<file path="config.mk">
export PLATFORM = sky130hd
export DESIGN_NAME = si5340_cfg_seq
export DESIGN_NICKNAME = d
export VERILOG_FILES = /design/src/rtl/si5340_cfg_seq.sv
export SDC_FILE = /design/constraint.sdc
export NUM_CORES = 1
export LEC_CHECK = 0
export CAP_MARGIN = 20
export CORE_ASPECT_RATIO = 1.4
export CORE_MARGIN = 8
export CORE_UTILIZATION = 51
export DETAILED_ROUTE_END_ITERATION = 16
export GPL_ROUTABILITY_DRIVEN = 0
export PLACE_DENSITY = 0.75
export SLEW_MARGIN = 20
export SYNTH_ARGS = -nofsm -noshare
export SYNTH_HDL_FRONTEND = slang
export SYNTH_SLANG_ARGS = --single-unit
</file>
<file path="constraint.sdc">
create_clock -name clk_i -period 2.5 [get_ports clk_i]
set_clock_uncertainty 0.1 [all_clocks]
set_input_delay 0.625 -clock clk_i [delete_from_list [all_inputs] [get_ports clk_i]]
set_output_delay 0.625 -clock clk_i [all_outputs]
set_load 0.02 [all_outputs]
</file>
<file path="src/rtl/si5340_cfg_seq.sv">
// Si5340 register-load sequencer: walks a {page, reg, data} ROM and issues write-only
// I2C byte commands, inserting page-select writes on page change and a settle delay after the preamble.
module si5340_cfg_seq #(
    parameter int unsigned DATA_WIDTH   = 8,
    parameter logic [6:0]  DEV_ADDR     = 7'h74,
    parameter int unsigned ROM_DEPTH    = 512,
    parameter int unsigned PREAMBLE_LEN = 3,
    parameter int unsigned DELAY_CYCLES = 30_000_000,
    parameter int unsigned TIMEOUT      = 100_000
) (
    input  logic                         clk_i,
    input  logic                         rst_i,
    input  logic                         start_i,
    output logic                         busy_o,
    output logic                         done_o,
    output logic                         error_o,
    output logic [$clog2(ROM_DEPTH)-1:0] rom_addr_o,
    input  logic [23:0]                  rom_data_i,
    output logic                         start_o,
    output logic                         stop_o,
    output logic                         read_o,
    output logic                         write_o,
    output logic                         ack_in_o,
    output logic [DATA_WIDTH-1:0]        din_o,
    input  logic [DATA_WIDTH-1:0]        dout_i,
    input  logic                         cmd_ack_i
);
    localparam int unsigned AW    = $clog2(ROM_DEPTH);
    localparam int unsigned TMO_W = (TIMEOUT > 1) ? $clog2(TIMEOUT) : 1;
    localparam int unsigned DLY_W = (DELAY_CYCLES > 1) ? $clog2(DELAY_CYCLES) : 1;

    localparam logic [AW-1:0]    LAST_ADDR = AW'(ROM_DEPTH - 32'd1);
    localparam logic [AW-1:0]    PRE_ADDR  = AW'((PREAMBLE_LEN == 0) ? 32'd0 : PREAMBLE_LEN - 32'd1);
    localparam logic [TMO_W-1:0] TMO_LAST  = TMO_W'((TIMEOUT == 0) ? 32'd0 : TIMEOUT - 32'd1);
    localparam logic [DLY_W-1:0] DLY_LAST  = DLY_W'((DELAY_CYCLES == 0) ? 32'd0 : DELAY_CYCLES - 32'd1);
    localparam logic [7:0]       ADDR_BYTE = {DEV_ADDR, 1'b0};
    localparam logic [7:0]       PAGE_REG  = 8'h01;

    typedef enum logic [3:0] {
        S_IDLE, S_FETCH, S_LATCH, S_PG_DEV, S_PG_REG, S_PG_DAT,
        S_DEV, S_REG, S_DAT, S_NEXT, S_DELAY, S_DONE, S_ERR
    } state_t;

    typedef struct packed {
        logic [7:0] page;
        logic [7:0] regn;
        logic [7:0] data;
    } entry_t;

    state_t           state;
    entry_t           entry;
    logic [7:0]       cur_page;
    logic             page_valid;
    logic             issued;
    logic [TMO_W-1:0] tmo_cnt;
    logic [DLY_W-1:0] dly_cnt;

    logic             cmd_start_c;
    logic             cmd_stop_c;
    logic [7:0]       cmd_byte_c;
    state_t           cmd_next_c;

    logic             unused_dout;
    assign unused_dout = ^dout_i;

    assign read_o   = 1'b0;
    assign ack_in_o = 1'b0;

    // Byte, framing and successor for whichever command state is current
    always_comb begin
        cmd_start_c = 1'b0;
        cmd_stop_c  = 1'b0;
        cmd_byte_c  = 8'h00;
        cmd_next_c  = S_IDLE;
        case (state)
            S_PG_DEV: begin cmd_start_c = 1'b1; cmd_byte_c = ADDR_BYTE;  cmd_next_c = S_PG_REG; end
            S_PG_REG: begin                     cmd_byte_c = PAGE_REG;   cmd_next_c = S_PG_DAT; end
            S_PG_DAT: begin cmd_stop_c  = 1'b1; cmd_byte_c = entry.page; cmd_next_c = S_DEV;    end
            S_DEV:    begin cmd_start_c = 1'b1; cmd_byte_c = ADDR_BYTE;  cmd_next_c = S_REG;    end
            S_REG:    begin                     cmd_byte_c = entry.regn; cmd_next_c = S_DAT;    end
            S_DAT:    begin cmd_stop_c  = 1'b1; cmd_byte_c = entry.data; cmd_next_c = S_NEXT;   end
            default:  ;
        endcase
    end

    always_ff @(posedge clk_i) begin
        if (rst_i) begin
            state      <= S_IDLE;
            entry      <= '0;
            cur_page   <= 8'h00;
            page_valid <= 1'b0;
            issued     <= 1'b0;
            tmo_cnt    <= '0;
            dly_cnt    <= '0;
            busy_o     <= 1'b0;
            done_o     <= 1'b0;
            error_o    <= 1'b0;
            rom_addr_o <= '0;
            start_o    <= 1'b0;
            stop_o     <= 1'b0;
            write_o    <= 1'b0;
            din_o      <= '0;
        end else begin
            case (state)
                S_IDLE: begin
                    if (start_i) begin
                        done_o     <= 1'b0;
                        error_o    <= 1'b0;
                        busy_o     <= 1'b1;
                        rom_addr_o <= '0;
                        page_valid <= 1'b0;
                        state      <= S_FETCH;
                    end
                end
                S_FETCH: state <= S_LATCH;
                S_LATCH: begin
                    entry <= rom_data_i;
                    state <= (!page_valid || rom_data_i[23:16] != cur_page) ? S_PG_DEV : S_DEV;
                end
                // First cycle of a command state is left idle, guaranteeing a gap between commands
                S_PG_DEV, S_PG_REG, S_PG_DAT, S_DEV, S_REG, S_DAT: begin
                    if (!issued) begin
                        issued  <= 1'b1;
                        write_o <= 1'b1;
                        start_o <= cmd_start_c;
                        stop_o  <= cmd_stop_c;
                        din_o   <= DATA_WIDTH'(cmd_byte_c);
                        tmo_cnt <= '0;
                    end else if (cmd_ack_i || tmo_cnt == TMO_LAST) begin
                        issued  <= 1'b0;
                        write_o <= 1'b0;
                        start_o <= 1'b0;
                        stop_o  <= 1'b0;
                        din_o   <= '0;
                        if (cmd_ack_i) begin
                            state <= cmd_next_c;
                            if (state == S_PG_DAT) begin
                                cur_page   <= entry.page;
                                page_valid <= 1'b1;
                            end
                        end else begin
                            busy_o  <= 1'b0;
                            error_o <= 1'b1;
                            state   <= S_ERR;
                        end
                    end else begin
                        tmo_cnt <= tmo_cnt + TMO_W'(1);
                    end
                end
                S_NEXT: begin
                    if (rom_addr_o == LAST_ADDR) begin
                        busy_o <= 1'b0;
                        done_o <= 1'b1;
                        state  <= S_DONE;
                    end else if (PREAMBLE_LEN != 0 && rom_addr_o == PRE_ADDR) begin
                        dly_cnt <= '0;
                        state   <= S_DELAY;
                    end else begin
                        rom_addr_o <= rom_addr_o + AW'(1);
                        state      <= S_FETCH;
                    end
                end
                S_DELAY: begin
                    if (dly_cnt == DLY_LAST) begin
                        rom_addr_o <= rom_addr_o + AW'(1);
                        state      <= S_FETCH;
                    end else begin
                        dly_cnt <= dly_cnt + DLY_W'(1);
                    end
                end
                S_DONE, S_ERR: state <= S_IDLE;
                default:       state <= S_IDLE;
            endcase
        end
    end

endmodule
</file>
==> summary.txt <==
Run status
  – Status: completed

Detailed routing
  – Drt pass-1 iters: 5
  – Via-to-Cell Ratio: 5.85
  – Via count: ~5100
  – DR iter-0 viols: between 200 and 250
  – Total Routed Length: 13600 um
  – Antenna Nets Post-Route: 0
  – DRC viols: 0
  – Drt wl/cell: around 16 um

Clock tree
  – TritonCTS Buffers: 9
  – Clk_lat worst skew: 0.35 ns
  – Clk sinks: 103
  – CTS tree: built
  – Setup bufs post-CTS: 0
  – CTS root buf: clkbuf_16
  – Clk slew on worst S/H paths: 0.07 ns
  – H-tree depth: 3
  – Max Root-Sink Buffers: 2

Synth
  – Compound-Gate Fraction of Synth Area: 0.205
  – Post-Syn Area: 0.00525 mm2
  – Fraction of registers with async set/reset: 0
  – Gate Count Post-Synth: 658
  – Largest family of logic cells by synthesized area: simple AND/OR/NAND/NOR gates
  – Mux contribution to synthesized area: 0.0363
  – Synth Area in Simple Gates: 0.279
  – Yosys reg bits: between 100 and 150
  – Post-synth cell types: 65
  – XOR/XNOR Fraction of Synth Area: 0.0351
  – Synth warn: 0
  – Seq/Total Area, Yosys: 0.393
  – Synth Area in Adders: 0.0119
  – Top FF cell, synth: dfxtp_1
  – Avg Inst Size Synth: between 7 and 8 um2
  – Post-synth EDFFs: 0

Timing
  – Achievable Freq: 416 MHz
  – Least-Margin Pin Slew: about 0.65 ns
  – Final Hold Fails: 0
  – Post-route setup slack: 0.0981 ns
  – Hold WS: 0.357 ns
  – Endpoints failing setup: 0
  – Fin crit period: 2.40 ns
  – Max_slew headroom: 0.563
  – Post-route clock period utilization: 0.961
  – Slew Viols, Final: 0

Finish
  – Final instance area: 0.00642 mm2
  – P&R area growth vs syn: 22.3%
  – N_diodes: 0
  – Final core occ: 0.630
  – Share of layout cells above drive strength 1: 0.111
  – Nets: ~770

Die
  – Die Width: 102 um
  – Starting density of the core: 0.515
  – Core ar.: 0.0102 mm2
  – Core Rows: 44
  – IO Pins: roughly 60
  – Die area: approximately 0.014 mm2
  – Die height: 136 um

GRT
  – Largest net degree at the start of global routing: 56
  – Initial antenna violation count: 0
  – Met2 Use GR: 0.375
  – Met1 Usage GRT: 0.209
  – First-pass GRT wire length: roughly 23000 um
  – GRT met3 Usage: 0.0323
  – All-Layer GR Usage: 0.204
  – GR Overflow Total: 0
  – Number of global-route vias before repair: 5048
  – Busiest grt layer: met2

Pwr
  – Cell area power density: around 720 mW/mm2
  – Max rail drop VDD: 0.493 mV
  – Power Total: 4590 uW
  – Leak pwr: 0.00212 uW

Placed design
  – Pre-CTS setup slack: -0.000619 ns
  – Port Buffers: 50
  – Area after DPL: 0.00611 mm2
  – HPWL after detailed placement: 10000 um

Critical path
  – Slowest cell on crit path: or4b_4
  – R2R cell count: 7
  – Worst setup SP type: flip-flop
  – CP Cell Sequence: buf_4 -> ha_1 -> or4b_4 -> nor4_4 -> o211ai_4 -> or4_1 -> o21ai_0
  – Data required, critical path: about 2.7 ns
  – Max incr delay on CP: 0.52 ns
  – Critical Path Sink Type: flip-flop
  – CP Data Arrival Time: approximately 2.6 ns
  – Crit Path Class: flip-flop to flip-flop
  – Worst Path Max Fanout: 9

Hold path
  – Worst Hold Class: flip-flop to flip-flop
  – Hold-critical path depth: 2

Run
  – # Max-Cap Violations: 0
-- registers in the layout, summed over array words and instances, names as in the netlist --
| register | flops |
|---|---|
| issued | 1 |
| write_o | 1 |
| done_o | 1 |
| rom_addr_o | 9 |
| page_valid | 1 |
| tmo_cnt | 17 |
| state | 4 |
| entry | 24 |
| dly_cnt | 25 |
| start_o | 1 |
| din_o | 8 |
| cur_page | 8 |
| busy_o | 1 |
| stop_o | 1 |
| error_o | 1 |
-- area by class of cell --
cell class	instances	area, um2
inverter	16	60.1
fill	902	3770
clock buffer	10	229
tap	138	173
timing repair buffer	91	803
clock inverter	6	53.8
sequential	103	2060
multi-input combinational	504	3030
-- layer usage --
metal / wire length [um] / part of all wire
met3: 431 / 0.032
met5: 0 / 0
met4: 542 / 0.040
met2: 7140 / 0.52
met1: 5500 / 0.40
-- worst max-delay path, delay by kind of cell, from the launching register on --
kind,cells,cell delay (ns)
AO/OA/AOI/OAI,2,0.24
AND/OR/NAND/NOR,3,1.37
adder cells (fa/ha/maj),1,0.16
flip-flops,1,0.33
buffers and inverters,1,0.12
-- cell usage after synthesis (3+ instances only) --
library cell / instances / area share
inv_1: 16 / 0.011
a21oi_1: 73 / 0.070
nand3_1: 26 / 0.025
buf_2: 4 / 0.0038
and4_1: 8 / 0.013
and3_1: 5 / 0.0060
ha_1: 5 / 0.012
or4_1: 3 / 0.0043
nor2_1: 49 / 0.035
a2111o_1: 4 / 0.0086
dfxtp_1: 103 / 0.39
or3_1: 15 / 0.018
nor2b_1: 5 / 0.0060
xor2_1: 5 / 0.0083
mux2i_1: 19 / 0.036
a211oi_1: 3 / 0.0043
nand4_1: 17 / 0.020
o21ai_0: 33 / 0.031
a22oi_1: 3 / 0.0043
buf_1: 4 / 0.0029
or2_2: 7 / 0.0083
o211ai_1: 11 / 0.016
xnor2_1: 16 / 0.027
o21a_1: 5 / 0.0072
nor4_1: 6 / 0.0072
clkbuf_1: 26 / 0.019
o2111ai_1: 6 / 0.010
nand2_1: 105 / 0.075
nand2b_1: 6 / 0.0072
nor4b_1: 6 / 0.010
o31ai_1: 4 / 0.0057
nor3_1: 12 / 0.011
and2_1: 3 / 0.0036
a21o_1: 3 / 0.0043
-- power by group --
group / internal, uW / switching (uW)
combinational: 550 / 792
clock: 692 / 657
sequential: 1750 / 146
-- cells in the final DEF (no fill, tap or decap), types with 17 or more instances in the layout --
| cell | count |
|---|---|
| nand4_1 | 17 |
| nand3_1 | 25 |
| mux2i_1 | 19 |
| a21oi_1 | 73 |
| nor2_1 | 49 |
| buf_4 | 41 |
| nand2_1 | 105 |
| o21ai_0 | 33 |
| clkdlybuf4s50_1 | 49 |
| dfxtp_1 | 101 |
-- repair_timing --
item,CTS,global route
hold buffers,0,0
gates resized for setup,0,5
setup endpoints to repair,0,27
-- kinds of logic after synthesis --
family	Yosys count
other	1
DFF	103
xor gates and xnor gates	21
and+or+nand+nor	287
AOI/OAI and AO/OA	170
buffers and inverters	52
adders and majority gates	5
muxes	19
-- path summary, 6_finish.rpt --
kind	startpoint	endpoint	slack, ns
min reg2reg	entry[10]	entry[10]	0.36
max reg2reg	rom_addr_o[1]	dly_cnt[24]	0.1
max	rom_addr_o[1]	dly_cnt[24]	0.1
min	entry[10]	entry[10]	0.36
-- stage by stage --
stage                     setup TNS (ns)  std cells
after detailed placement       -0.000619        852
after floorplan                        0        659
after global routing            -0.00207        868
final                                  0        868
after CTS                              0        868
after global placement                 0        852
(Power assumes the default switching activity.)
